--- src/rtl/input_conditioner_pkg.sv ---
// Shared definitions for the DE1-SoC input conditioner: per-bit debounce FSM
// state encoding and default timing constants derived from the 50 MHz clock.
package input_conditioner_pkg;

  typedef enum logic {
    ST_IDLE  = 1'b0,
    ST_COUNT = 1'b1
  } db_state_e;

  localparam int unsigned CLK_HZ              = 50_000_000;
  // 1 ms of stability before a change is believed
  localparam int unsigned DEF_DEBOUNCE_CYCLES = CLK_HZ / 1000;
  // 0.5 s hold before the first auto-repeat, then 10 repeats per second
  localparam int unsigned DEF_REPEAT_DELAY    = CLK_HZ / 2;
  localparam int unsigned DEF_REPEAT_PERIOD   = CLK_HZ / 10;

endpackage

--- src/rtl/debounce_bit.sv ---
// One conditioned input bit: 2-flop synchroniser, stability-counter debounce
// FSM, registered level and one-cycle rise/fall pulses.
// Optional auto-repeat of the rise pulse is compiled in with
// INPUT_CONDITIONER_AUTOREPEAT_EN and enabled per instance via REPEAT_EN.
module debounce_bit
  import input_conditioner_pkg::*;
#(
  parameter int unsigned CNT_W           = 16,
  parameter int unsigned DEBOUNCE_CYCLES = DEF_DEBOUNCE_CYCLES,
  parameter logic        RESET_VAL       = 1'b0,
  parameter logic        INVERT          = 1'b0
`ifdef INPUT_CONDITIONER_AUTOREPEAT_EN
  ,
  parameter logic        REPEAT_EN       = 1'b0,
  parameter int unsigned REPEAT_DELAY    = DEF_REPEAT_DELAY,
  parameter int unsigned REPEAT_PERIOD   = DEF_REPEAT_PERIOD
`endif
) (
  input  logic clk_i,
  input  logic rst_ni,
  input  logic raw_i,
  output logic level_o,
  output logic rise_o,
  output logic fall_o
);

  // One bit wider than the counter so the compare can never wrap
  localparam logic [CNT_W:0] DB_LIM  = (CNT_W + 1)'(DEBOUNCE_CYCLES);
  localparam logic [CNT_W:0] CNT_ONE = (CNT_W + 1)'(1);

  logic             sync1_q, sync2_q;
  logic             s;
  db_state_e        state_q, state_d;
  logic [CNT_W-1:0] cnt_q, cnt_d;
  logic [CNT_W:0]   cnt_inc;
  logic             accept;
  logic             rep_hit;
  logic             level_q, level_d;
  logic             rise_q, rise_d;
  logic             fall_q, fall_d;

  // Two-flop synchroniser; reset value matches the input's idle level
  always_ff @(posedge clk_i or negedge rst_ni) begin
    if (!rst_ni) begin
      sync1_q <= RESET_VAL;
      sync2_q <= RESET_VAL;
    end else begin
      sync1_q <= raw_i;
      sync2_q <= sync1_q;
    end
  end

  // Polarity fix-up after synchronisation so the FSM always sees active-high
  assign s = sync2_q ^ INVERT;

  // FSM state and stability counter
  always_ff @(posedge clk_i or negedge rst_ni) begin
    if (!rst_ni) begin
      state_q <= ST_IDLE;
      cnt_q   <= '0;
    end else begin
      state_q <= state_d;
      cnt_q   <= cnt_d;
    end
  end

  // Next state: count consecutive disagreeing samples, any agreement restarts
  always_comb begin
    state_d = state_q;
    cnt_d   = cnt_q;
    accept  = 1'b0;
    cnt_inc = (state_q == ST_COUNT) ? ({1'b0, cnt_q} + CNT_ONE) : CNT_ONE;
    if (s == level_q) begin
      state_d = ST_IDLE;
      cnt_d   = '0;
    end else if (cnt_inc >= DB_LIM) begin
      accept  = 1'b1;
      state_d = ST_IDLE;
      cnt_d   = '0;
    end else begin
      state_d = ST_COUNT;
      cnt_d   = cnt_inc[CNT_W-1:0];
    end
  end

`ifdef INPUT_CONDITIONER_AUTOREPEAT_EN
  if (REPEAT_EN) begin : g_repeat
    logic [31:0] hold_q, hold_d;
    logic [31:0] target;
    logic        first_q, first_d;
    logic        hit;

    // Hold timer: first interval is the delay, later intervals the period
    always_comb begin
      hold_d  = hold_q + 32'd1;
      first_d = first_q;
      hit     = 1'b0;
      target  = first_q ? 32'(REPEAT_DELAY) : 32'(REPEAT_PERIOD);
      // accept while level is high means a release is being taken
      if (!level_q || accept) begin
        hold_d  = '0;
        first_d = 1'b1;
      end else if (hold_d == target) begin
        hit     = 1'b1;
        hold_d  = '0;
        first_d = 1'b0;
      end
    end

    // Hold timer registers
    always_ff @(posedge clk_i or negedge rst_ni) begin
      if (!rst_ni) begin
        hold_q  <= '0;
        first_q <= 1'b1;
      end else begin
        hold_q  <= hold_d;
        first_q <= first_d;
      end
    end

    assign rep_hit = hit;
  end else begin : g_no_repeat
    assign rep_hit = 1'b0;
  end
`else
  assign rep_hit = 1'b0;
`endif

  // Output decode: level follows accepted samples, pulses mark the changes
  always_comb begin
    level_d = accept ? s : level_q;
    rise_d  = (accept & s) | rep_hit;
    fall_d  = accept & ~s;
  end

  // Registered outputs
  always_ff @(posedge clk_i or negedge rst_ni) begin
    if (!rst_ni) begin
      level_q <= 1'b0;
      rise_q  <= 1'b0;
      fall_q  <= 1'b0;
    end else begin
      level_q <= level_d;
      rise_q  <= rise_d;
      fall_q  <= fall_d;
    end
  end

  assign level_o = level_q;
  assign rise_o  = rise_q;
  assign fall_o  = fall_q;

endmodule

--- src/rtl/input_conditioner.sv ---
// DE1-SoC KEY/SW conditioner: one debounce_bit per input, KEY inverted to
// active-high pressed state. Define INPUT_CONDITIONER_AUTOREPEAT_EN to add
// held-key auto-repeat on key_press.
module input_conditioner
  import input_conditioner_pkg::*;
#(
  parameter int unsigned N_KEY           = 4,
  parameter int unsigned N_SW            = 10,
  parameter int unsigned DEBOUNCE_CYCLES = DEF_DEBOUNCE_CYCLES,
  parameter int unsigned CNT_W           = 16,
  parameter int unsigned REPEAT_DELAY    = DEF_REPEAT_DELAY,
  parameter int unsigned REPEAT_PERIOD   = DEF_REPEAT_PERIOD
) (
  input  logic             CLOCK_50,
  input  logic             resetn,
  input  logic [N_KEY-1:0] KEY,
  input  logic [N_SW-1:0]  SW,
  output logic [N_KEY-1:0] key_level,
  output logic [N_KEY-1:0] key_press,
  output logic [N_KEY-1:0] key_release,
  output logic [N_SW-1:0]  sw_level,
  output logic [N_SW-1:0]  sw_change
);

  // Reject configurations the counter cannot represent
  if (DEBOUNCE_CYCLES < 1 || 64'(DEBOUNCE_CYCLES) > ((64'd1 << CNT_W) - 64'd1) ||
      REPEAT_DELAY < 1 || REPEAT_PERIOD < 1) begin : g_bad_cfg
    $error("input_conditioner: illegal timing configuration");
  end

  logic [N_SW-1:0] sw_rise, sw_fall;

  for (genvar i = 0; i < N_KEY; i++) begin : g_key
    debounce_bit #(
      .CNT_W          (CNT_W),
      .DEBOUNCE_CYCLES(DEBOUNCE_CYCLES),
      .RESET_VAL      (1'b1),
      .INVERT         (1'b1)
`ifdef INPUT_CONDITIONER_AUTOREPEAT_EN
      ,
      .REPEAT_EN      (1'b1),
      .REPEAT_DELAY   (REPEAT_DELAY),
      .REPEAT_PERIOD  (REPEAT_PERIOD)
`endif
    ) u_db (
      .clk_i  (CLOCK_50),
      .rst_ni (resetn),
      .raw_i  (KEY[i]),
      .level_o(key_level[i]),
      .rise_o (key_press[i]),
      .fall_o (key_release[i])
    );
  end

  for (genvar i = 0; i < N_SW; i++) begin : g_sw
    debounce_bit #(
      .CNT_W          (CNT_W),
      .DEBOUNCE_CYCLES(DEBOUNCE_CYCLES),
      .RESET_VAL      (1'b0),
      .INVERT         (1'b0)
`ifdef INPUT_CONDITIONER_AUTOREPEAT_EN
      ,
      .REPEAT_EN      (1'b0),
      .REPEAT_DELAY   (REPEAT_DELAY),
      .REPEAT_PERIOD  (REPEAT_PERIOD)
`endif
    ) u_db (
      .clk_i  (CLOCK_50),
      .rst_ni (resetn),
      .raw_i  (SW[i]),
      .level_o(sw_level[i]),
      .rise_o (sw_rise[i]),
      .fall_o (sw_fall[i])
    );
  end

  // Any accepted switch transition; both halves are already registered
  assign sw_change = sw_rise | sw_fall;

endmodule

--- config.mk ---
export PLATFORM = sky130hd
export DESIGN_NAME = input_conditioner
export DESIGN_NICKNAME = d
export VERILOG_FILES = /design/src/rtl/input_conditioner_pkg.sv /design/src/rtl/debounce_bit.sv /design/src/rtl/input_conditioner.sv
export SDC_FILE = /design/constraint.sdc
export NUM_CORES = 1
export LEC_CHECK = 0
export ABC_AREA = 1
export ABC_CLOCK_PERIOD_IN_PS = 2400
export CORE_ASPECT_RATIO = 2
export CORE_MARGIN = 8
export CORE_UTILIZATION = 25
export CTS_CLUSTER_DIAMETER = 150
export CTS_CLUSTER_SIZE = 10
export DETAILED_ROUTE_END_ITERATION = 12
export GPL_ROUTABILITY_DRIVEN = 1
export PLACE_DENSITY_LB_ADDON = 0.3
export SLEW_MARGIN = 20
export SYNTH_ARGS = -nofsm -noshare
export SYNTH_HDL_FRONTEND = slang
export SYNTH_SLANG_ARGS = --single-unit
export TNS_END_PERCENT = 50
--- constraint.sdc ---
create_clock -name CLOCK_50 -period 2.4 [get_ports CLOCK_50]
set_clock_uncertainty 0.1 [all_clocks]
set_input_delay 0.48 -clock CLOCK_50 [delete_from_list [all_inputs] [get_ports CLOCK_50]]
set_output_delay 0.48 -clock CLOCK_50 [all_outputs]
set_load 0.02 [all_outputs]
After elaboration in Yosys (flattened, before gate mapping)
Index checks and enable logic that the tools add are counted.

cells by class
  equality and inequality tests = 14
  mux-type cells = 98
  add/sub/neg operators = 14
  order comparisons = 14
  bitwise gates (word level) = 43

operators by type and width
  operator               number
  $mux 16                28
  $add 16x1->17 const B  14
  $ge 17x16->1 const B   14
  $mux 17                14
  $mux 1                 56
  $and 1x1->1            28
  $eq 1x1->1             14
  $not 1->1              14
  $or 10x10->10          1

storage, ports and cells
  word-level logic and storage cells = 281
  flip-flop bits (word level) = 308
  input bits = 16
  output and inout bits = 32

Longest topological paths before layout
  word-level depth = 6
  mapped depth = 14
  mapped depth without buffers = 14

By module
A second synthesis with hierarchy kept.

second synthesis, totals
  cells, all modules = 2522
  area, all modules = 17954.7 sq um

by module, submodules not included
  module                             sequential area each (sq um)  area each (sq um)  times used  cells each
  debounce_bit at g_sw[0].u_db ...   550.5                         1270.0             10          178
  debounce_bit at g_key[1].u_db ...  553.0                         1272.5             3           178
  debounce_bit at g_key[0].u_db      553.0                         1325.0             1           178
  input_conditioner                  0.0                           112.6              1           30

Worst setup path after synthesis
No wires, ideal clock.

  path kind = register to register
  start point = reg g_key[3].u_db.cnt_q[0]
  end point = reg g_key[3].u_db.cnt_q[9]
  arrival time = 1.725 ns
  buffers on the path = 1
  cell stages (with the launch flop) = 12
  setup time = 0.125 ns
  required time = 2.175 ns
  path slack = 0.450 ns
  period minus slack after synthesis = 1.950 ns
  path through = dfrtp_1 > ha_1 > nand2_1 > nor2_1 > nand3_1 > o21bai_1 > nand3_1 > o21ai_0 > nand2_2 > nand3_2 > buf_6 > nor2_1

between the ends
  longest elaborated chain between the ends = 5

RTL lines
  what                        RTL line            RTL
  start: declaration          debounce_bit.sv:34  logic [CNT_W-1:0] cnt_q, cnt_d;
  start signal: assignment    debounce_bit.sv:63  cnt_q <= cnt_d;
  $add 16x1->17 *             debounce_bit.sv:72  cnt_inc = (state_q == ST_COUNT) ? ({1'b0, cnt_q} + CNT_ONE) : CNT_ONE;
  $mux 17 *                   debounce_bit.sv:72
  $ge 17x16->1                debounce_bit.sv:76  end else if (cnt_inc >= DB_LIM) begin
  $mux 16 *                   debounce_bit.sv:76
  $mux 16 *                   debounce_bit.sv:73  if (s == level_q) begin
  via g_key[3].u_db.cnt_d[9]  debounce_bit.sv:34

Mark *: on every way through the listed nets, which the timed path passes. The rest lies on a longest branch.
A chain may end at the register's enable or synchronous reset.

Worst setup path in the final report
  start point = reg g_sw[4].u_db.fall_q
  end point = out sw_change[4]

between the ends
  longest elaborated chain between the ends = 1

RTL lines
  what                      RTL line                 RTL
  start: declaration        debounce_bit.sv:40       logic fall_q, fall_d;
  start signal: assignment  debounce_bit.sv:145      fall_q <= fall_d;
  $or 10x10->10             input_conditioner.sv:78  assign sw_change = sw_rise | sw_fall;
  end: declaration          input_conditioner.sv:22  output logic [N_SW-1:0] sw_change

Every way passes these cells.

==> key figures <==
Detailed routing
  – DR WL met3: 1234 um
  – DRT iter0 DRCs: 514
  – Pre-antenna DRT Iters: 6
  – Via/cell ratio: 4.352
  – Wire length on met1: 15010 um
  – Wirelength, routed: 45010 um
  – Via count: 15230
  – Metal2 WL: 26900 um
  – DRC Markers: 0
  – Post-DRT Antenna Nets: 0
  – Routed len/inst: 12.86 um
  – DR top layer: met4

Placement
  – Placed insts: 3439
  – Placement Cell Area: 19280 um2
  – # port buffers: 47
  – Placer Congestion: 0.8750
  – HPWL after DPL: 34100 um

Layout
  – Final Cell Area: 20560 um2
  – Final core occ: 0.2911
  – Non-filler cells, final: 3500
  – Fin nets: 2605
  – Filler cells: 7648
  – Inserted Diodes: 0
  – Area added between synthesis and finish: 15.71%
  – Share of cells above drive strength 1: 0.1023

Synth
  – Post-Synthesis Cells: 2498
  – Syn Nets: 2528
  – Total number of yosys warnings: 0
  – Share of async-settable or async-resettable flops after synthesis: 1.000
  – Cell Area, Synth: 17770 um2
  – Seq/Total Area, Yosys: 0.4344
  – Seq cells post-synth: 308
  – Distinct cells, synth: 41
  – Syn_area_per_cell: 7.113 um2
  – Number of flops mapped to enable cells by yosys: 0
  – Synth Flop Type: dfrtp_1

Critical path
  – Largest stage delay on the critical path: 0.55 ns
  – Crit path max fanout: 1
  – Crit path required time: 1.82 ns
  – Critical path startpoint category: flop
  – Setup crit end kind: primary output
  – Slowest-stage cell, CP: clkdlybuf4s50_1
  – Worst setup path category: reg2out
  – Crit-path cells: or2_2, clkdlybuf4s50_1
  – Critical Path AT: 1.71 ns

Timing
  – Hold slack: 0.2408 ns
  – Final max-slew violation count: 0
  – Worst Tran Pin Value: 0.5499 ns
  – Fin Setup TNS: 0 ns
  – Final setup vio count: 0
  – Fmax: 437.3 MHz
  – Final worst-path cycle share: 0.9528
  – RSZ-0062 raised after global routing: true
  – Headroom to the max-slew limit: 0.6334
  – Final min period: 2.287 ns
  – Final hold vios: 0

Power
  – Logic pwr share: 0.043
  – P_leak: 9.587 nW
  – Power Density: 525.6 nW/um2
  – Psw: 2.598 mW
  – Clock share of power: 0.463
  – Switching share of power: 0.2404
  – Flop pwr share: 0.493
  – Worst vdd ir: 0.4154 mV
  – Cell Int Power: 8.208 mW

Hold path
  – Worst hold path class: in2reg

Floorplan
  – Starting density of the core: 0.2516
  – Die area: 80370 um2
  – Die X: 204.5 um
  – Vert. Die Dim: 393.0 um
  – Num rows: 138
  – CORE AREA: 70620 um2
  – Io pins: 48

Global route
  – Antenna violations before repair: 0
  – Vias in the first global route: 15630
  – Gr usage total: 0.1119
  – Grt total ovfl: 0
  – Global-route wire length before repair: 74020 um
  – Pin count of the biggest net entering global routing: 52

CTS
  – Num CTS Buffers: 36
  – Clk_lat worst skew: 0.55 ns
  – CTS H-Tree Depth: 2
  – Worst-path clk slew: 0.06 ns
  – Clk sinks: 308
  – CTS Buffer Depth: 3
  – Root buffer cell: clkbuf_16
  – CTS tree: built

Outcome
  – Status: complete, no violations

Flow run
  – Max cap viols: 0
[logic make-up (layout without fill, tap and decap cells)]
family                   after synthesis  in the layout  synth area share
adder cells (fa/ha/maj)               14             14          0.009859
AND/OR/NAND/NOR                     1598           1601            0.3985
buffers and inverters                421            510            0.1013
XOR/XNOR                              13             13          0.006408
flip-flops                           308            308            0.4344
AO/OA/AOI/OAI                        144            144           0.04965
[sequential cells by signal, summed over array words and instances, names as in the netlist, 10 cells and up]
name,cells
g_sw.u_db.sync1_q,10
g_key.u_db.cnt_q,64
g_sw.u_db.cnt_q,160
g_sw.u_db.rise_o,10
g_sw.u_db.fall_o,10
g_sw.u_db.state_q,10
g_sw.u_db.s,10
g_sw.u_db.level_o,10
[routing by layer]
| layer | GRT usage | up-vias |
|---|---|---|
| li1 | - | 7884 |
| met3 | 0.01555 | 100 |
| met5 | 0 | - |
| met2 | 0.2395 | 173 |
| met4 | 0.05266 | 0 |
| met1 | 0.09670 | 7074 |
[power by group through the flow]
stage,Clock [mW],Combinational (mW),Sequential (mW)
6_report,5.01,0.469,5.33
5_1_grt,5.48,0.543,5.34
4_1_cts,5.32,0.473,5.33
3_5_place_dp,0,0.470,5.42
3_3_place_gp,0,0.469,5.42
2_1_floorplan,0,0.257,5.40
[synth_stat cells (8+ instances only)]
master	instances	share of area
nand3_1	253	0.071
inv_1	361	0.076
nor2_2	56	0.020
buf_4	23	0.0097
o21bai_1	19	0.0080
nand3_4	10	0.0099
dfrtp_1	300	0.42
nor2_4	11	0.0070
nand2_2	22	0.0077
buf_6	11	0.0070
nand3_2	20	0.011
nor3_1	10	0.0028
xor2_1	13	0.0064
clkbuf_1	11	0.0023
or2_2	15	0.0053
o21ai_0	46	0.013
o211ai_1	8	0.0034
dfstp_2	8	0.012
ha_1	14	0.0099
nand2_1	600	0.13
nand4_1	46	0.016
a21oi_1	50	0.014
nor2_1	540	0.11
[cell type report]
class,instances,area (um2),share of cell area
tap,910,1139,0.05538
sequential,308,7719,0.3754
inverter,369,1391,0.06768
clock inverter,3,47.55,0.002313
clock buffer,50,963.4,0.04686
multi-input combinational,1772,8448,0.4109
timing repair buffer,88,850.8,0.04139
[cell usage in the layout, fill, tap and decap left out, drive strengths merged]
| cell type | instances |
|---|---|
| o211ai | 8 |
| clkdlybuf4s50 | 42 |
| clkbuf | 50 |
| dlygate4sd3 | 1 |
| buf | 41 |
| nor2 | 607 |
| nand3 | 286 |
| a21o | 4 |
| a31oi | 2 |
| o21a | 1 |
| dfrtp | 300 |
| ha | 14 |
| or2 | 17 |
| nand4 | 46 |
| clkinv | 4 |
| dlygate4sd2 | 3 |
| nand3b | 4 |
| a21oi | 50 |
| xor2 | 13 |
| o21bai | 19 |
| inv | 368 |
| nor3 | 13 |
| dlymetal6s2s | 1 |
| and2 | 5 |
| nand2 | 623 |
| o21ai | 60 |
| dfstp | 8 |
[path summary, 6_finish.rpt]
| path | cells past startpoint | slack [ns] | endpoint | from |
|---|---|---|---|---|
| max in group asynchronous | 3 | 1.14 | g_key[1].u_db.sync1_q$_DFF_PN1_ | resetn |
| worst max-delay path | 2 | 0.11 | sw_change[4] | g_sw[4].u_db.fall_o$_DFF_PN0_ |
| worst min-delay path | 1 | 0.24 | g_key[2].u_db.sync1_q$_DFF_PN1_ | KEY[2] |
| worst min register to register | 0 | 0.25 | g_sw[5].u_db.s$_DFF_PN0_ | g_sw[5].u_db.sync1_q$_DFF_PN0_ |
| worst max register to register | 11 | 0.17 | g_sw[4].u_db.cnt_q[5]$_DFF_PN0_ | g_sw[4].u_db.cnt_q[0]$_DFF_PN0_ |
| min in group asynchronous | 2 | 0.35 | g_sw[9].u_db.cnt_q[12]$_DFF_PN0_ | resetn |
[stage by stage]
step | setup WS (ns) | total power, mW
6_report | 0.1133 | 10.81
5_1_grt | -0.01881 | 11.36
4_1_cts | 0.004614 | 11.13
3_3_place_gp | 0.03375 | 5.891
2_1_floorplan | 0.4499 | 5.655
3_5_place_dp | 0.02165 | 5.893
[critical path, delay by kind of cell, from the launching register on]
family | cells | cell delay, ns
flip-flops | 1 | 0.35
AND/OR/NAND/NOR | 1 | 0.29
buffers and inverters | 1 | 0.55
[timing repair]
item | CTS | global route
buffers inserted | 0 | 4
gates cloned | 0 | 3
resized for setup | 4 | 38
pin swaps | 0 | 6
endpoints found under the hold margin | 33 | 0
setup endpoints to repair | 4 | 167
hold buffers | 1 | 0
Note: power is estimated with default switching activity, not from simulation.
